===== src/rtl/mem_ctrl_pkg.sv =====
// Shared types and constants for the memory access controller.
package mem_ctrl_pkg;

  localparam int ADDR_W_DEF = 9;
  localparam int DATA_W_DEF = 32;
  localparam int CNT_W      = 4;

  typedef enum logic [1:0] {
    IDLE,
    ACCESS,
    CAPTURE,
    DONE
  } state_t;

endpackage


===== src/rtl/mem_reg.sv =====
// Plain register with synchronous active-low clear and load enable (used for MAR and MDR).
module mem_reg #(
  parameter int DATA_W = 32
) (
  input  logic              clk,
  input  logic              clr_n,
  input  logic              ld,
  input  logic [DATA_W-1:0] d,
  output logic [DATA_W-1:0] q
);

  always_ff @(posedge clk) begin
    if (!clr_n)  q <= '0;
    else if (ld) q <= d;
  end

endmodule


===== src/rtl/mem_access_ctrl.sv =====
// MAR/MDR holder that turns control-unit requests into timed RAM read/write strobes
// and returns read data in MDR with a one-cycle done pulse.
module mem_access_ctrl
  import mem_ctrl_pkg::*;
#(
  parameter int ADDR_W      = ADDR_W_DEF,
  parameter int DATA_W      = DATA_W_DEF,
  parameter int WAIT_CYCLES = 1
) (
  input  logic              Clock,
  input  logic              Clear,
  input  logic [DATA_W-1:0] bus_in,
  input  logic              MARin,
  input  logic              MDRin,
  input  logic              mem_req,
  input  logic              mem_we,
  output logic              mem_busy,
  output logic              mem_done,
  output logic [DATA_W-1:0] mdr_out,
  output logic              ram_read,
  output logic              ram_write,
  output logic [ADDR_W-1:0] ram_addr,
  output logic [DATA_W-1:0] ram_wdata,
  input  logic [DATA_W-1:0] ram_rdata
);

  localparam logic [CNT_W-1:0] CNT_INIT = CNT_W'(WAIT_CYCLES - 1);
  localparam logic [CNT_W-1:0] CNT_ONE  = CNT_W'(1);

  state_t            state;
  logic              dir;
  logic [CNT_W-1:0]  cnt;
  logic [ADDR_W-1:0] mar;
  logic [DATA_W-1:0] mdr;
  logic [DATA_W-1:0] mdr_d;
  logic              idle;
  logic              capture;
  logic              mar_ld;
  logic              mdr_ld;

  assign idle    = (state == IDLE);
  assign capture = (state == CAPTURE);
  assign mar_ld  = idle & MARin;
  // MDR is written from the bus only while idle, and from the RAM on the capture edge.
  assign mdr_ld  = (idle & MDRin) | capture;
  assign mdr_d   = capture ? ram_rdata : bus_in;

  mem_reg #(.DATA_W(ADDR_W)) u_mar (
    .clk   (Clock),
    .clr_n (Clear),
    .ld    (mar_ld),
    .d     (bus_in[ADDR_W-1:0]),
    .q     (mar)
  );

  mem_reg #(.DATA_W(DATA_W)) u_mdr (
    .clk   (Clock),
    .clr_n (Clear),
    .ld    (mdr_ld),
    .d     (mdr_d),
    .q     (mdr)
  );

  assign ram_addr  = mar;
  assign ram_wdata = mdr;
  assign mdr_out   = mdr;

  always_ff @(posedge Clock) begin
    if (!Clear) begin
      state     <= IDLE;
      dir       <= 1'b0;
      cnt       <= '0;
      ram_read  <= 1'b0;
      ram_write <= 1'b0;
      mem_done  <= 1'b0;
      mem_busy  <= 1'b0;
    end else begin
      case (state)
        IDLE: begin
          mem_done <= 1'b0;
          if (mem_req) begin
            state     <= ACCESS;
            dir       <= mem_we;
            cnt       <= CNT_INIT;
            ram_read  <= ~mem_we;
            ram_write <= mem_we;
            mem_busy  <= 1'b1;
          end
        end
        ACCESS: begin
          if (cnt == '0) begin
            if (dir) begin
              state     <= DONE;
              ram_write <= 1'b0;
              mem_done  <= 1'b1;
            end else begin
              // Read strobe stays up through CAPTURE so the RAM output is stable at capture.
              state <= CAPTURE;
            end
          end else begin
            cnt <= cnt - CNT_ONE;
          end
        end
        CAPTURE: begin
          state    <= DONE;
          ram_read <= 1'b0;
          mem_done <= 1'b1;
        end
        DONE: begin
          state    <= IDLE;
          mem_done <= 1'b0;
          mem_busy <= 1'b0;
        end
        default: begin
          state     <= IDLE;
          ram_read  <= 1'b0;
          ram_write <= 1'b0;
          mem_done  <= 1'b0;
          mem_busy  <= 1'b0;
        end
      endcase
    end
  end

endmodule

===== config.mk =====
export PLATFORM = sky130hd
export DESIGN_NAME = mem_access_ctrl
export DESIGN_NICKNAME = d
export VERILOG_FILES = /design/src/rtl/mem_ctrl_pkg.sv /design/src/rtl/mem_reg.sv /design/src/rtl/mem_access_ctrl.sv
export SDC_FILE = /design/constraint.sdc
export NUM_CORES = 1
export LEC_CHECK = 0
export BUFFER_PORTS_ARGS = -buffer_cell sky130_fd_sc_hd__buf_2
export CELL_PAD_IN_SITES_DETAIL_PLACEMENT = 1
export CELL_PAD_IN_SITES_GLOBAL_PLACEMENT = 2
export CORE_MARGIN = 1
export CORE_UTILIZATION = 27
export CTS_CLUSTER_SIZE = 8
export DETAILED_ROUTE_END_ITERATION = 16
export PLACE_DENSITY_LB_ADDON = 0.1
export SYNTH_ARGS = -nofsm -noshare
export SYNTH_HDL_FRONTEND = slang
export SYNTH_SLANG_ARGS = --single-unit

===== constraint.sdc =====
create_clock -name Clock -period 4.5 [get_ports Clock]
set_clock_uncertainty 0.2 [all_clocks]
set_input_delay 0.675 -clock Clock [delete_from_list [all_inputs] [get_ports Clock]]
set_output_delay 0.675 -clock Clock [all_outputs]
set_load 0.05 [all_outputs]

---- After elaboration in Yosys (flattened, before gate mapping) ----
Index checks and enable logic that the tools add are counted.
word-level totals
  bits in read-only memories .............. 0
  word-level logic and storage cells ...... 53
  RAM bits ................................ 0
  register bits ........................... 52
  latch bits .............................. 0
  output and inout port bits .............. 77
  memories kept ........................... 0
cells by class
  $add $sub $neg .......................... 1
  magnitude comparators ................... 0
  divide/modulo/power cells ............... 0
  bitwise gates (word level) .............. 4
  reductions and logical operators ........ 13
  multiply operators ...................... 0
  eq/ne operators ......................... 7
  shift operators ......................... 0
  muxes and demuxes ....................... 19
operators by type and width
  kind                                                  number
  2-to-1 mux 32 bit                                     1
  AND reduction 2 bit                                   5
  2-to-1 mux 1 bit                                      8
  2-to-1 mux 4 bit                                      2
  inequality test 2 bit (second input constant)         4
  case mux 2 bit (4 select lines)                       1
  case mux 4 bit (2 select lines)                       1
  case mux 1 bit (2 select lines)                       3
  nonzero test 2 bit                                    3
  equality test 2 bit (second input constant)           2
  zero test 4 bit                                       1
  2-to-1 mux 2 bit                                      2
  AND reduction 4 bit                                   1
  subtractor 4 x 1 -> 4 bit (second input constant)     1
  case mux 1 bit (3 select lines)                       1
  AND reduction 3 bit                                   1
  AND 1 bit                                             2
  equality test 2 x 1 -> 1 bit (second input constant)  1
  zero test 2 bit                                       1
  OR reduction 2 bit                                    1
  inverter 1 bit                                        1
  OR 1 bit                                              1

---- Longest topological paths before layout ----
Gate-level depths: netlist (run 1).
  word-level depth ........................ 3
  depth in mapped cells ................... 9
  depth with buffers taken out ............ 6

---- Cells and area by module ----
From an unflattened synthesis (run 1), not the netlist that was laid out.
second synthesis, totals
  cells, all modules ...................... 275
  area, all modules ....................... 2875.3 sq um
modules (own cells, without submodules)
  module           cells an instance  instances  area an instance (sq um)
  mem_access_ctrl  144                1          1293.7
  mem_reg (u_mdr)  103                1          1243.7
  mem_reg (u_mar)  28                 1          337.8

---- Least setup slack after synthesis (run 1) ----
Ideal clock, no wire load.
  path kind ............................... reg-to-reg
  from .................................... register state[0]
  to ...................................... register cnt[0]
  arrival ................................. 1606 ps
  stages on the path, launching flop included .. 8
  period minus slack after synthesis ...... 1871 ps
  library setup time ...................... 65 ps
  slack ................................... 2629 ps
  required time ........................... 4235 ps
  path buffers ............................ 1
  cell sequence ........................... dfxtp_1 inv_1 ha_1 buf_4 mux2i_4 a31oi_2 mux2_2 nor2_1
between the ends
  word-level cells in the longest chain between the ends .. 3
  elaborated cells between the ends (all ways) .. 7
  classes of those cells .................. eq/ne: 3; mux: 1; reduce/logical: 3
ends and longest elaborated chain
  element                                                                line                    RTL
  start, declared                                                        mem_access_ctrl.sv:30   state_t state;
  start signal, assigned                                                 mem_access_ctrl.sv:70   state <= IDLE;
  start signal, assigned                                                 mem_access_ctrl.sv:82   state <= ACCESS;
  start signal, assigned                                                 mem_access_ctrl.sv:93   state <= DONE;
  equality test 2 x 1 -> 1 bit or zero test 2 bit (tied branches)        mem_access_ctrl.sv:78   case (state)
  inequality test 2 bit (no line) or nonzero test 2 bit (tied branches)  --
  AND reduction 3 bit (no line)                                          --
  end signal, assigned                                                   mem_access_ctrl.sv:101  cnt <= cnt - CNT_ONE;
  end, declared                                                          mem_access_ctrl.sv:32   logic [CNT_W-1:0] cnt;
Parallel ways exist; a longest one is shown, timed or not.
A chain may end at the register's enable or synchronous reset.

---- Worst setup path in the final report (run 1) ----
  from .................................... register state[0]
  to ...................................... register u_mdr.q[26]
between the ends
  word-level cells in the longest chain between the ends .. 3
  elaborated cells between the ends (all ways) .. 5
  classes of those cells .................. eq/ne: 1; mux: 1; bitwise: 2; reduce/logical: 1
ends and longest elaborated chain
  element               line                   RTL
  zero test 2 bit       mem_access_ctrl.sv:41  assign idle = (state == IDLE);
  AND 1 bit             mem_access_ctrl.sv:45  assign mdr_ld = (idle & MDRin) | capture;
  OR 1 bit              mem_access_ctrl.sv:45
  end signal, assigned  mem_reg.sv:13          if (!clr_n) q <= '0;
  end signal, assigned  mem_reg.sv:14          else if (ld) q <= d;
  end, declared         mem_reg.sv:9           output logic [DATA_W-1:0] q
Parallel ways exist; a longest one is shown, timed or not.

==> results of run 1 <==
==> cell usage after synthesis <==
cell      number  area [um2]
ha_1           7       87.58
nand3_1       11       55.05
mux2i_1       35       350.3
and2_1         8       50.05
a211oi_2       1       12.51
o21ai_0       10       50.05
a31oi_2        1       12.51
nand2_2        1       6.260
a211oi_1       1       7.510
a31oi_1        1       6.260
a41o_1         1       10.01
nor2_1         4       15.01
mux2i_4        1       22.52
buf_2          6       30.03
or3b_4         1       11.26
nor3_1         2       10.01
dfxtp_1       52        1041
nand2_1       48       180.2
a21oi_1        9       45.04
inv_1          7       26.28
a21boi_0       6       45.04
clkbuf_1      10       37.54
nor2b_1        7       43.79
nand4_1        1       6.260
nand2b_1       3       18.77
o211a_1       25       250.2
mux2_2         1       11.26
o21ai_1        1       5.000
buf_4         36       270.3
a21boi_4       1       18.77
a221oi_2       1       15.01
==> stage by stage <==
step / instance area (um2) / cells / utilization / worst slack [ns] / hold WS, ns
6_report: 3422 / 533 / 0.3485 / 1.740 / 0.2643
5_1_grt: 3422 / 533 / 0.3485 / 1.380 / 0.2869
4_1_cts: 3422 / 533 / 0.3485 / 1.690 / 0.2652
3_5_place_dp: 3323 / 527 / 0.3384 / 1.704 / 0.2514
3_3_place_gp: 3323 / 527 / 0.3384 / 1.831 / 0.2508
2_1_floorplan: 2751 / 299 / - / 2.629 / 0.2578
==> final cells by class <==
class | count | area [um2]
repair buffers | 147 | 738.2
well taps | 133 | 166.4
multi-input cells | 188 | 1351
clock buffers | 5 | 68.82
flip-flops and latches | 52 | 1041
clock inverters | 1 | 30.03
fillers | 1231 | 6397
inverters | 7 | 26.28
==> how the worst max path moves through the flow <==
stage               cells after the start          end  startpoint  slack [ns]
CTS                                     6  u_mdr.q[19]    state[0]        1.69
global route                            6  u_mdr.q[14]    state[0]        1.38
detailed placement                      6  u_mdr.q[19]    state[0]        1.70
finish                                  6  u_mdr.q[26]    state[0]        1.74
floorplan                               7       cnt[0]    state[0]        2.63
global placement                        6  u_mdr.q[13]    state[0]        1.83
==> state kept, by name, indices dropped and copies added, names as in the netlist <==
register,flops
u_mdr.q,32
u_mar.q,9
mem_done,1
mem_busy,1
state,2
ram_write,1
dir,1
cnt,4
ram_read,1
==> cells in the final DEF (no fill, tap or decap), types with 2 or more instances in the layout <==
cell	synthesis	layout
buf_2	6	146
mux2i_1	35	35
and2_1	8	8
o211a_1	25	25
nand3_1	11	11
ha_1	7	6
clkbuf_8	0	5
nor2b_1	7	7
a21oi_1	9	9
a21boi_0	6	6
nand2b_1	3	2
o21ai_0	10	10
inv_1	7	7
dfxtp_1	52	52
nand2_1	48	48
nor2_1	4	4
nor3_1	2	2
==> worst max-delay path, cell delays in order (launching register included) <==
cell and delay [ns]:
dfxtp_1 0.35, inv_1 0.17, ha_1 0.60, nand2_2 0.32, nand2b_2 0.72, nand2_1 0.12
o211a_1 0.16
==> layer usage <==
| layer | track usage | up-vias | part of all wire |
|---|---|---|---|
| li1 | - | 1196 | - |
| met1 | 0.1787 | 1069 | 0.48 |
| met2 | 0.2210 | 84 | 0.46 |
| met3 | 0.02915 | 6 | 0.056 |
| met4 | 0.03900 | 0 | 0.011 |
| met5 | 0 | - | 0 |
==> cells by family (layout without fill, tap and decap cells) <==
kind of cell,count (synthesis),in the layout,share of synthesized area
adders and majority gates,7,7,0.03183
AOI/OAI and AO/OA,58,58,0.1737
buffers and inverters,59,160,0.1323
muxes,37,37,0.1396
and+or+nand+nor,86,86,0.1442
DFF,52,52,0.3784
==> flow_summary.toml, run 1 <==
[timing]
finalSetupViolations = 0
maxSlewHeadroom = 0.4092
rsz0062_at_grt = "false"
tightest_slew_ns = 0.8862
final_max_slew_viol_count = 0
finalHoldViolCount = 0
fmax_mhz = 362.3
final.period_utilization = 0.6133
fin_crit_ns = 2.760
setup_tns_ns = 0

[die]
rows = 36
coreArea_um2 = 9819
initial_core_util = 0.2802
io_pins = 147
fp.dieW_um = 102.9
dieArea_um2 = 10600
die_y_um = 102.9

[worst_hold_path]
hp-class = "flop to flop"
worstHoldEndpoint = "u_mar.q[0]"
hold_depth = 2
worst_hold_startpoint = "u_mar.q[0]"

[routing]
vias_per_cell = 4.418
drt_iter0_markers = 28
drc = 0
final_antenna_net_count = 0
post_drt_wl_per_cell_um = 13.31
vias = 2355
dr.pass1.iters = 4
drt-total-wl_um = 7096

[logic_synthesis]
syn-num-nets = 376
ys_seq_elements = 52
yosys_warnings = 0
ys_types = 31
postSynthCellCount = 299
syn_avg_cell_area_um2 = 9.202
synth_area_um2 = 2751
synth-seq-area-share = 0.3784

[clock_tree]
cts-root-buf = "clkbuf_8"
cts-resized-gates = 0
tritoncts = "yes"
cts_sinks = 52
cts.path.max_buffers = 2
cts_setup_buffers = 0
clk_pin_slew_ns = 0.09
numCtsBuffers = 5
clk_latency_ns = 0.30
cts_max_level = 2
hold_buffers = 0

[worst_setup_path]
cp_max_fo = 50
worst-setup-path-type = "flop to flop"
setup.worst_path.end_class = "flop"
reg2reg_to = "u_mdr.q[26]"
critPathRequiredTime_ns = 4.50
rrSetupSlack_ns = 1.74
regToRegStartpoint = "state[0]"
critPathArrivalTime_ns = 2.76
rr_worst_depth = 6
worstSetupStartpointType = "flop"

[run]
cap_violations = 0

[placed_design]
gp_congestion = 0.7023
port_buffers = 146
dp_hpwl_um = 5286

[global_route]
antenna_found_initial = 0
grt_overflow = 0
grt_max_degree = 51
grt_pass1_vias = 2268
grt_use_total = 0.1352
grt_first_pass_wirelength_um = 11140

[final_layout]
antenna_cells = 0
synthToLayoutAreaGrowth_pct = 24.37
drive_gt1_frac = 0.4075
nets = 478

[outcome]
status = "completed"
Power of run 1 is left out: the tool's default activity adds up to more than one toggle a clock period on the data nets, which glitch-free logic cannot reach.
==> run 2: changes to the inputs <==
--- a/config.mk
+++ b/config.mk
@@ -9,7 +9,7 @@
 export CELL_PAD_IN_SITES_DETAIL_PLACEMENT = 1
 export CELL_PAD_IN_SITES_GLOBAL_PLACEMENT = 2
 export CORE_MARGIN = 1
-export CORE_UTILIZATION = 27
+export CORE_UTILIZATION = 25
 export CTS_CLUSTER_SIZE = 8
 export DETAILED_ROUTE_END_ITERATION = 16
 export PLACE_DENSITY_LB_ADDON = 0.1
==> constraint.sdc (replaced) <==
create_clock -name Clock -period 2.7 [get_ports Clock]
set_clock_uncertainty 0.2 [all_clocks]
set_input_delay 0.405 -clock Clock [delete_from_list [all_inputs] [get_ports Clock]]
set_output_delay 0.405 -clock Clock [all_outputs]
set_load 0.05 [all_outputs]
==> run 2 against run 1 <==
Critical endpoint is now u_mdr.q[10]. Hold slack worse by 0.12 ns. Maximum frequency increased by 25%. Setup slack got worse by 1.3 ns. First-iteration DRC count rose by 25%. Critical path depth grew 1. Global-route usage about the same. Die area up 7.8%. Clock-buffer cell count increased by 3. Sequential share of layout area fell by 0.33 points. Non-clock buffer count is 4 higher. Routed wire length increased by 6.7%.
==> flow_summary.toml, run 2 (synthesis results as in run 1) <==
[global_route]
grt_max_degree = 51
grt_pass1_vias = 2355
grt_overflow = 0
grt_first_pass_wirelength_um = 11870
antenna_found_initial = 0
grt_use_total = 0.1352

[die]
io_pins = 147
die_y_um = 106.9
fp.dieW_um = 106.9
dieArea_um2 = 11430
initial_core_util = 0.2618
rows = 37
coreArea_um2 = 10510

[final_layout]
final_common_cell = "buf_2"
mostFrequentLayoutCells = "146 x buf_2, 52 x dfxtp_1, 48 x nand2_1"
antenna_cells = 0
drive_gt1_frac = 0.4113
synthToLayoutAreaGrowth_pct = 25.74
regMostFlops = "u_mdr.q"
utilization = 0.3292
nets = 482
top_regs = "u_mdr.q x32, u_mar.q x9, cnt x4"
largest_reg_flops = 32

[pwr]
power_w = 0.005245
cellInternalPower_w = 0.002216
seqPwrFrac = 0.241
powerDensity_nw_per_um2 = 1516
combPwrFrac = 0.667
net-switching-power_w = 0.003029
leakage_nw = 1.875
clockPowerShare = 0.091
ir_worst_vdd_v = 0.0005346
switching_share = 0.5775

[outcome]
status = "completed"

[clock_tree]
numCtsBuffers = 5
cts_max_level = 2
cts_setup_buffers = 0
clk_latency_ns = 0.31
cts.path.max_buffers = 2
tritoncts = "yes"
hold_buffers = 0
cts-resized-gates = 0
cts_sinks = 52
cts-root-buf = "clkbuf_8"
clk_pin_slew_ns = 0.10

[timing]
finalSetupViolations = 0
rsz0062_at_grt = "false"
fin_crit_ns = 2.211
fmax_mhz = 452.2
tightest_slew_ns = 0.4561
maxSlewHeadroom = 0.6959
finalHoldViolCount = 0
final_max_slew_viol_count = 0
final.period_utilization = 0.8190
setup_tns_ns = 0

[worst_setup_path]
critPathArrivalTime_ns = 2.23
cp_cell_sequence = "inv_1, ha_1, nand2_2, nand2b_2, buf_12, nand2_1, o211a_1"
cp_max_fo = 50
critPathTopFamily = "simple AND/OR/NAND/NOR gates"
cp_slowest_stage_delay_ns = 0.47
setup.worst_path.end_class = "flop"
critPathRequiredTime_ns = 2.72
slowest_stage = "ha_1"
worstSetupStartpointType = "flop"
worst-setup-path-type = "flop to flop"
critPathBufInv = 2

[placed_design]
gp_congestion = 0.6680
dp_hpwl_um = 5747
port_buffers = 146

[routing]
vias = 2397
drt_iter0_markers = 35
drt-total-wl_um = 7571
post_drt_wl_per_cell_um = 13.97
vias_per_cell = 4.423
dr.pass1.iters = 4
drc = 0
final_antenna_net_count = 0

[worst_hold_path]
hp-class = "input port to flop"

[run]
cap_violations = 0
==> run 2: cell types whose count changed in the layout (fill, tap and decap cells not counted) <==
cell       previous run  this run
buf_12                0         1
clkbuf_1              0         2
bufinv_16             1         0
clkbuf_8              5         6
buf_4                 1         4
==> run 2: worst register-to-register path, delay by kind of cell, from the launching register on <==
kind            cells  cell delay [ns]
compound gates      1             0.13
flops               1             0.36
buf+inv             2             0.39
simple gates        3             0.57
fa+ha+maj           1             0.47
==> run 2: routing by layer <==
layer | up-vias | share of wire | track usage
li1 | 1204 | - | -
met1 | 1097 | 0.46 | 0.1730
met2 | 91 | 0.46 | 0.2189
met3 | 5 | 0.070 | 0.03708
met4 | 0 | 0.012 | 0.04403
met5 | - | 0 | 0
==> run 2: power groups by stage <==
stage	sequential [W]	clock (W)	combinational, W
6_report	0.00126	0.000480	0.00350
3_3_place_gp	0.00128	0	0.00352
4_1_cts	0.00127	0.000504	0.00355
5_1_grt	0.00131	0.000529	0.00373
3_5_place_dp	0.00129	0	0.00354
2_1_floorplan	0.00213	0	0.00220
==> run 2: worst paths after layout <==
path	endpoint	startpoint	cells past startpoint	slack, ns
setup / recovery	u_mdr.q[10]	state[0]	7	0.49
hold / removal	u_mar.q[2]	bus_in[2]	3	0.15
setup reg to reg	u_mdr.q[10]	state[0]	7	0.49
hold reg to reg	u_mar.q[1]	u_mar.q[1]	2	0.26
==> run 2: area by class of cell <==
type                            instances  area, um2
Fill cell                            1277       7049
Multi-Input combinational cell        188       1351
Sequential cell                        52       1041
Timing Repair Buffer                  151      780.7
Tap cell                              136      170.2
Clock buffer                            8      90.09
Inverter                                7      26.28
==> run 2: metrics by stage <==
step	instances	setup slack (ns)	hold WS, ns	instance area, um2
global placement	534	0.5719	0.2411	3369
finish	542	0.4887	0.1483	3460
CTS	542	0.4582	0.1298	3460
detailed placement	534	0.4863	0.2461	3369
floorplan	299	0.8294	0.2578	2751
global route	542	0.3015	0.1473	3460
(Power assumes the default switching activity.)
